**config.mk**
```make
export PLATFORM = sky130hd
export DESIGN_NAME = tdm_demux_1x8
export DESIGN_NICKNAME = d
export VERILOG_FILES = /design/src/rtl/tdm_pkg.sv /design/src/rtl/decoder_3x8.sv /design/src/rtl/tdm_demux_1x8.sv
export SDC_FILE = /design/constraint.sdc
export NUM_CORES = 1
export LEC_CHECK = 0
export BUFFER_PORTS_ARGS = -buffer_cell sky130_fd_sc_hd__buf_2
export CORE_MARGIN = 5
export CORE_UTILIZATION = 54
export DETAILED_ROUTE_END_ITERATION = 12
export GPL_ROUTABILITY_DRIVEN = 1
export GPL_TIMING_DRIVEN = 0
export HOLD_SLACK_MARGIN = 0.03
export PLACE_DENSITY_LB_ADDON = 0.12
export SLEW_MARGIN = 5
export SYNTH_ARGS = -nofsm -noshare
export SYNTH_HDL_FRONTEND = slang
export SYNTH_SLANG_ARGS = --single-unit
```
**constraint.sdc**
```tcl
create_clock -name clk -period 2.2 [get_ports clk]
set_input_delay 0.11 -clock clk [delete_from_list [all_inputs] [get_ports clk]]
set_output_delay 0.11 -clock clk [all_outputs]
set_load 0.01 [all_outputs]
```
**src/rtl/tdm_pkg.sv**
```systemverilog
// rtl/tdm_pkg.sv - shared constants, state encoding and slot helper for the 8-slot TDM receive path
package tdm_pkg;

    localparam int NUM_SLOTS  = 8;
    localparam int SLOT_IDX_W = 3;

    typedef enum logic {
        IDLE    = 1'b0,
        COLLECT = 1'b1
    } state_t;

    function automatic logic is_last_slot(input logic [SLOT_IDX_W-1:0] idx);
        return idx == SLOT_IDX_W'(NUM_SLOTS - 1);
    endfunction

endpackage

```
**src/rtl/decoder_3x8.sv**
```systemverilog
// rtl/decoder_3x8.sv - slot index plus enable to one-hot shadow write-enable
module decoder_3x8
    import tdm_pkg::*;
(
    input  logic [SLOT_IDX_W-1:0] idx,
    input  logic                  en,
    output logic [NUM_SLOTS-1:0]  onehot
);

    always_comb begin
        onehot = '0;
        if (en) begin
            onehot[idx] = 1'b1;
        end
    end

endmodule

```
**src/rtl/tdm_demux_1x8.sv**
```systemverilog
// rtl/tdm_demux_1x8.sv - 1:8 TDM receive demux publishing whole frames; TDM_DEMUX_AUTOSYNC_EN enables frame_start-free continuation
module tdm_demux_1x8
    import tdm_pkg::*;
#(
    parameter int W = 1
) (
    input  logic                  clk,
    input  logic                  rst,
    input  logic [W-1:0]          din,
    input  logic                  din_valid,
    input  logic                  frame_start,
    output logic [W-1:0]          y0,
    output logic [W-1:0]          y1,
    output logic [W-1:0]          y2,
    output logic [W-1:0]          y3,
    output logic [W-1:0]          y4,
    output logic [W-1:0]          y5,
    output logic [W-1:0]          y6,
    output logic [W-1:0]          y7,
    output logic                  frame_valid,
    output logic [SLOT_IDX_W-1:0] slot,
    output logic                  sync_err
);

    state_t                state_q;
    state_t                state_d;
    logic [SLOT_IDX_W-1:0] slot_q;
    logic [SLOT_IDX_W-1:0] slot_d;
    logic [SLOT_IDX_W-1:0] wr_idx;
    logic                  take;
    logic                  err_d;
    logic                  resync_ok;
    logic                  frame_done;
    logic [NUM_SLOTS-1:0]  wr_en;

    logic [W-1:0] shadow [0:NUM_SLOTS-2];
    logic [W-1:0] y_q    [0:NUM_SLOTS-1];

`ifdef TDM_DEMUX_AUTOSYNC_EN
    // Set by the first completed frame; lets later frames start without frame_start.
    logic locked_q;

    always_ff @(posedge clk) begin
        if (rst) begin
            locked_q <= 1'b0;
        end else if (frame_done) begin
            locked_q <= 1'b1;
        end
    end

    assign resync_ok = locked_q;
`else
    assign resync_ok = 1'b0;
`endif

    always_ff @(posedge clk) begin
        if (rst) begin
            state_q <= IDLE;
            slot_q  <= '0;
        end else begin
            state_q <= state_d;
            slot_q  <= slot_d;
        end
    end

    always_comb begin
        state_d = state_q;
        slot_d  = slot_q;
        wr_idx  = slot_q;
        take    = 1'b0;
        err_d   = 1'b0;

        if (din_valid) begin
            case (state_q)
                IDLE: begin
                    if (frame_start || resync_ok) begin
                        take   = 1'b1;
                        wr_idx = '0;
                    end
                end
                COLLECT: begin
                    take = 1'b1;
                    // Slot is never 0 while collecting, so any frame_start here is a resync.
                    if (frame_start) begin
                        wr_idx = '0;
                        err_d  = 1'b1;
                    end
                end
                default: begin
                    take = 1'b0;
                end
            endcase
        end

        if (take) begin
            if (is_last_slot(wr_idx)) begin
                slot_d  = '0;
                state_d = IDLE;
            end else begin
                slot_d  = wr_idx + SLOT_IDX_W'(1);
                state_d = COLLECT;
            end
        end
    end

    decoder_3x8 u_decoder (
        .idx    (wr_idx),
        .en     (take),
        .onehot (wr_en)
    );

    assign frame_done = wr_en[NUM_SLOTS-1];

    // The last beat bypasses the shadow bank so the frame appears one cycle after it.
    always_ff @(posedge clk) begin
        if (rst) begin
            for (int k = 0; k < NUM_SLOTS - 1; k++) begin
                shadow[k] <= '0;
            end
            for (int k = 0; k < NUM_SLOTS; k++) begin
                y_q[k] <= '0;
            end
            frame_valid <= 1'b0;
            sync_err    <= 1'b0;
        end else begin
            frame_valid <= frame_done;
            sync_err    <= err_d;
            for (int k = 0; k < NUM_SLOTS - 1; k++) begin
                if (wr_en[k]) begin
                    shadow[k] <= din;
                end
            end
            if (frame_done) begin
                for (int k = 0; k < NUM_SLOTS - 1; k++) begin
                    y_q[k] <= shadow[k];
                end
                y_q[NUM_SLOTS-1] <= din;
            end
        end
    end

    assign slot = slot_q;
    assign y0   = y_q[0];
    assign y1   = y_q[1];
    assign y2   = y_q[2];
    assign y3   = y_q[3];
    assign y4   = y_q[4];
    assign y5   = y_q[5];
    assign y6   = y_q[6];
    assign y7   = y_q[7];

endmodule

```
==> reports/summary.md <==
- 0 — remaining routing DRC violations
- 0 — yosys warns
- 54.8 um — die extent in y
- nand2_1 > o21ai_1 — worst-path cell chain
- sky130_fd_sc_hd__clkbuf_4 — CTS Root Cell
- built — clock tree from TritonCTS
- 87 — number of standard cells after synthesis
- slot[1] — start point of the critical path
- 1940 sq um — placeable core area
- 0 — antenna violations before repair
- 0.232 — met2 Track Usage GR
- 2.15 ns — required time of the critical path
- 0.527 — share of synthesized area occupied by flip-flops and latches
- 12 — pin count of the biggest net entering global routing
- slot[1] — reg2reg start
- 1.33 mm — half-perimeter wire length after detailed placement
- input port to flip-flop — path category of the worst min-delay check
- 4 — TritonRoute pass-1 iters
- 559 MHz — fmax
- 129 — Placed Cells
- flip-flop to flip-flop — Crit Path Class
- 1.79 ns — min Tclk post-route
- 54.8 um — x dimension of the die
- 0 — count of final max-slew check failures
- 0.151 — global-route usage over all layers
- flip-flop — Critical Path Sink Type
- 0 ns — final sum of negative setup slack
- 1.74 ns — WP data arrival
- 0.203 — global-route track usage on met1
- 5.52 — number of vias per cell after detailed routing
- 0 — Hold Violations, Final
- 21 — Clock Sinks
- 0 — buffers plus inverters on the worst setup path
- false — unrepaired setup endpoints after global routing
- 0.524 — relative max-transition margin
- y_q[0][2] — reg-to-reg critical path endpoint
- 16 — number of core rows
- 2 — deepest clock path buffer count
- 21 — Iter 0 DRT Violations
- 2 — logic depth of the worst setup path including buffers
- 734 — vias
- 1 — CTS H-tree depth
- 1080 sq um — post-synthesis instance area
- 0.000495 uW — Static Leak
- 591 nW/um^2 — Power Dens Cells
- 3000 sq um — area of the die
- 0.627 — utilization after layout
- 114 — final net count
- din_valid — min-delay src
- 0 — cts repair resizes
- 0.151 ns — final-layout worst hold slack
- 0 — Final ANT Viol Nets
- 3.09 mm — wire length of the first global-routing pass
- 12.5% — P&R area growth vs syn
- compound AO/OA/AOI/OAI gates — Top Family by Delay on Critical Path
- 0.00126 ns — largest clock skew in the final design
- 0.813 — final clock period utilization by the worst path
- 15 — number of buffers inserted by port buffering
- sky130_fd_sc_hd__edfxtp_1 — largest area contributor in the synthesized netlist
- 14.1 um — routed length per instance
- finished clean — run status
- 1.88 mm — wirelength, routed
- 496 uV — worst supply voltage drop on vdd
- 0.349 — proportion of layout cells with a drive suffix above 1
- 0.874 — placer's final routability congestion estimate
- 0.64 ns — Crit path largest cell delay
- 3 — hold path depth
- 0 — antenna cells
- 656 — vias in the first global route
- sky130_fd_sc_hd__o21ai_1 — master of the slowest instance on the critical path
- 172 — fillers
- y_q[0][2] — CP endpoint
- 0.30 ns — latest clock arrival within the worst-skew pair
- 0.12 ns — register clock-pin slew on the reported worst setup and hold paths
- sky130_fd_sc_hd__edfxtp_1, sky130_fd_sc_hd__dfxtp_1, sky130_fd_sc_hd__nor4_2, sky130_fd_sc_hd__nand2b_1, sky130_fd_sc_hd__inv_1 — Area contributors post-synth
- 0 — final count of negative-setup-slack endpoints
- 2 — cell depth of the worst flop-to-flop path
- 94 — Mapped Nets
- 0.0245 — met3 track demand over resource in global routing
- 18 — boundary pin count
- 0 — post-CTS setup repair buffer count
- 33 — number of unique standard cell types used by synthesis
- 0 — # hold bufs at CTS
- 9 — Max Fanout on Critical Path
- 3 — total CTS buffers
- 12.4 sq um — Mapped Avg Cell Area
- 21 — number of synthesized register bits
- met2 — most congested layer reported by global routing
- 0 — Max-Cap Viols
- 0.41 ns — minimum setup slack among reg-to-reg paths
- 0.416 — share of Yosys cell area claimed by the top area cell type
- 0 — remaining global-route overflow
- 133 — final cell count without fillers
- 0.557 — starting density of the core
- 0.709 ns — slew at the pin closest to its max-slew limit
- flip-flop — kind of start point of the critical path
## power breakdown
part           internal [uW]  switching (uW)
clock network           70.7             122
logic                   30.8            47.3
registers                439            9.59
## per-stage QoR
step	worst slack, ns	power [uW]	area [sq um]
floorplan	0.600	512	1080
global placement	0.436	534	1190
detailed placement	0.391	536	1190
CTS	0.370	723	1220
global route	0.237	752	1220
finish	0.410	719	1220
## worst min-delay path by stage
| stage | endpoint | slack, ns |
|---|---|---|
| after floorplan | shadow[0] | 0.33 |
| after global placement | state_q | 0.48 |
| after detailed placement | state_q | 0.48 |
| after CTS | state_q | 0.14 |
| after global routing | state_q | 0.19 |
| final | state_q | 0.15 |
## registers in the layout (all words and copies together), names as in the netlist
| register | count |
|---|---|
| frame_valid | 1 |
| shadow | 7 |
| slot | 3 |
| state_q | 1 |
| sync_err | 1 |
| y_q | 8 |
## cell usage in the layout, fill, tap and decap left out, drive strengths merged
| cell | Yosys | layout |
|---|---|---|
| a2111oi | 2 | 2 |
| nand2 | 1 | 1 |
| o31ai | 2 | 2 |
| nor3 | 2 | 2 |
| nor2b | 3 | 3 |
| mux2i | 2 | 2 |
| a211oi | 1 | 1 |
| o211a | 1 | 1 |
| a31o | 2 | 2 |
| o21ai | 2 | 2 |
| o21a | 2 | 2 |
| a21oi | 2 | 2 |
| buf | 5 | 20 |
| and2 | 1 | 1 |
| edfxtp | 15 | 15 |
| o41ai | 2 | 2 |
| inv | 11 | 11 |
| clkbuf | 1 | 5 |
| nor4 | 8 | 8 |
| nand2b | 8 | 8 |
| and3 | 1 | 1 |
| nand4b | 1 | 1 |
| ha | 2 | 2 |
| nand3b | 1 | 1 |
| nor4bb | 1 | 1 |
| a2bb2oi | 1 | 1 |
| nor2 | 1 | 1 |
| dfxtp | 6 | 6 |
## worst min-delay path, stage by stage
cell	delay, ns
sky130_fd_sc_hd__buf_4	0.14
sky130_fd_sc_hd__a21oi_1	0.08
sky130_fd_sc_hd__o21a_1	0.09
## synth_stat cells
| library cell | count |
|---|---|
| sky130_fd_sc_hd__nor2b_1 | 3 |
| sky130_fd_sc_hd__a211oi_1 | 1 |
| sky130_fd_sc_hd__nand4b_4 | 1 |
| sky130_fd_sc_hd__a21oi_1 | 2 |
| sky130_fd_sc_hd__nand3b_1 | 1 |
| sky130_fd_sc_hd__nor4_2 | 6 |
| sky130_fd_sc_hd__clkbuf_1 | 1 |
| sky130_fd_sc_hd__inv_1 | 11 |
| sky130_fd_sc_hd__and2_4 | 1 |
| sky130_fd_sc_hd__nor4_1 | 2 |
| sky130_fd_sc_hd__o31ai_2 | 1 |
| sky130_fd_sc_hd__nand2_1 | 1 |
| sky130_fd_sc_hd__edfxtp_1 | 15 |
| sky130_fd_sc_hd__o211a_1 | 1 |
| sky130_fd_sc_hd__a31o_2 | 2 |
| sky130_fd_sc_hd__o31ai_1 | 1 |
| sky130_fd_sc_hd__o41ai_1 | 2 |
| sky130_fd_sc_hd__nor2_1 | 1 |
| sky130_fd_sc_hd__a2bb2oi_1 | 1 |
| sky130_fd_sc_hd__dfxtp_1 | 6 |
| sky130_fd_sc_hd__nand2b_1 | 8 |
| sky130_fd_sc_hd__buf_4 | 1 |
| sky130_fd_sc_hd__nor3_1 | 1 |
| sky130_fd_sc_hd__nor4bb_1 | 1 |
| sky130_fd_sc_hd__ha_1 | 2 |
| sky130_fd_sc_hd__o21ai_1 | 2 |
| sky130_fd_sc_hd__buf_2 | 2 |
| sky130_fd_sc_hd__and3_1 | 1 |
| sky130_fd_sc_hd__mux2i_1 | 2 |
| sky130_fd_sc_hd__nor3_2 | 1 |
| sky130_fd_sc_hd__a2111oi_2 | 2 |
| sky130_fd_sc_hd__buf_6 | 2 |
| sky130_fd_sc_hd__o21a_1 | 2 |
## cell families after synthesis
logic type | share of synthesized area
adders and majority gates | 0.0231
buffers and inverters | 0.0786
AOI/OAI and AO/OA | 0.135
muxes | 0.0185
DFF | 0.527
and+or+nand+nor | 0.217
## per-layer routing
layer	wire length, um	share of wire
met1	849	0.45
met5	0	0
met4	18	0.0096
met3	108	0.058
met2	902	0.48
## final cells by class
| type | instances | area, sq um | share of cell area |
|---|---|---|---|
| sequential | 21 | 571 | 0.469 |
| multi-input combinational | 49 | 427 | 0.350 |
| timing repair buffer | 15 | 75.1 | 0.0617 |
| buffer | 6 | 43.8 | 0.0360 |
| inverter | 11 | 41.3 | 0.0339 |
| tap | 27 | 33.8 | 0.0277 |
| clock buffer | 4 | 26.3 | 0.0216 |
Power figures use the tool's default switching activity.
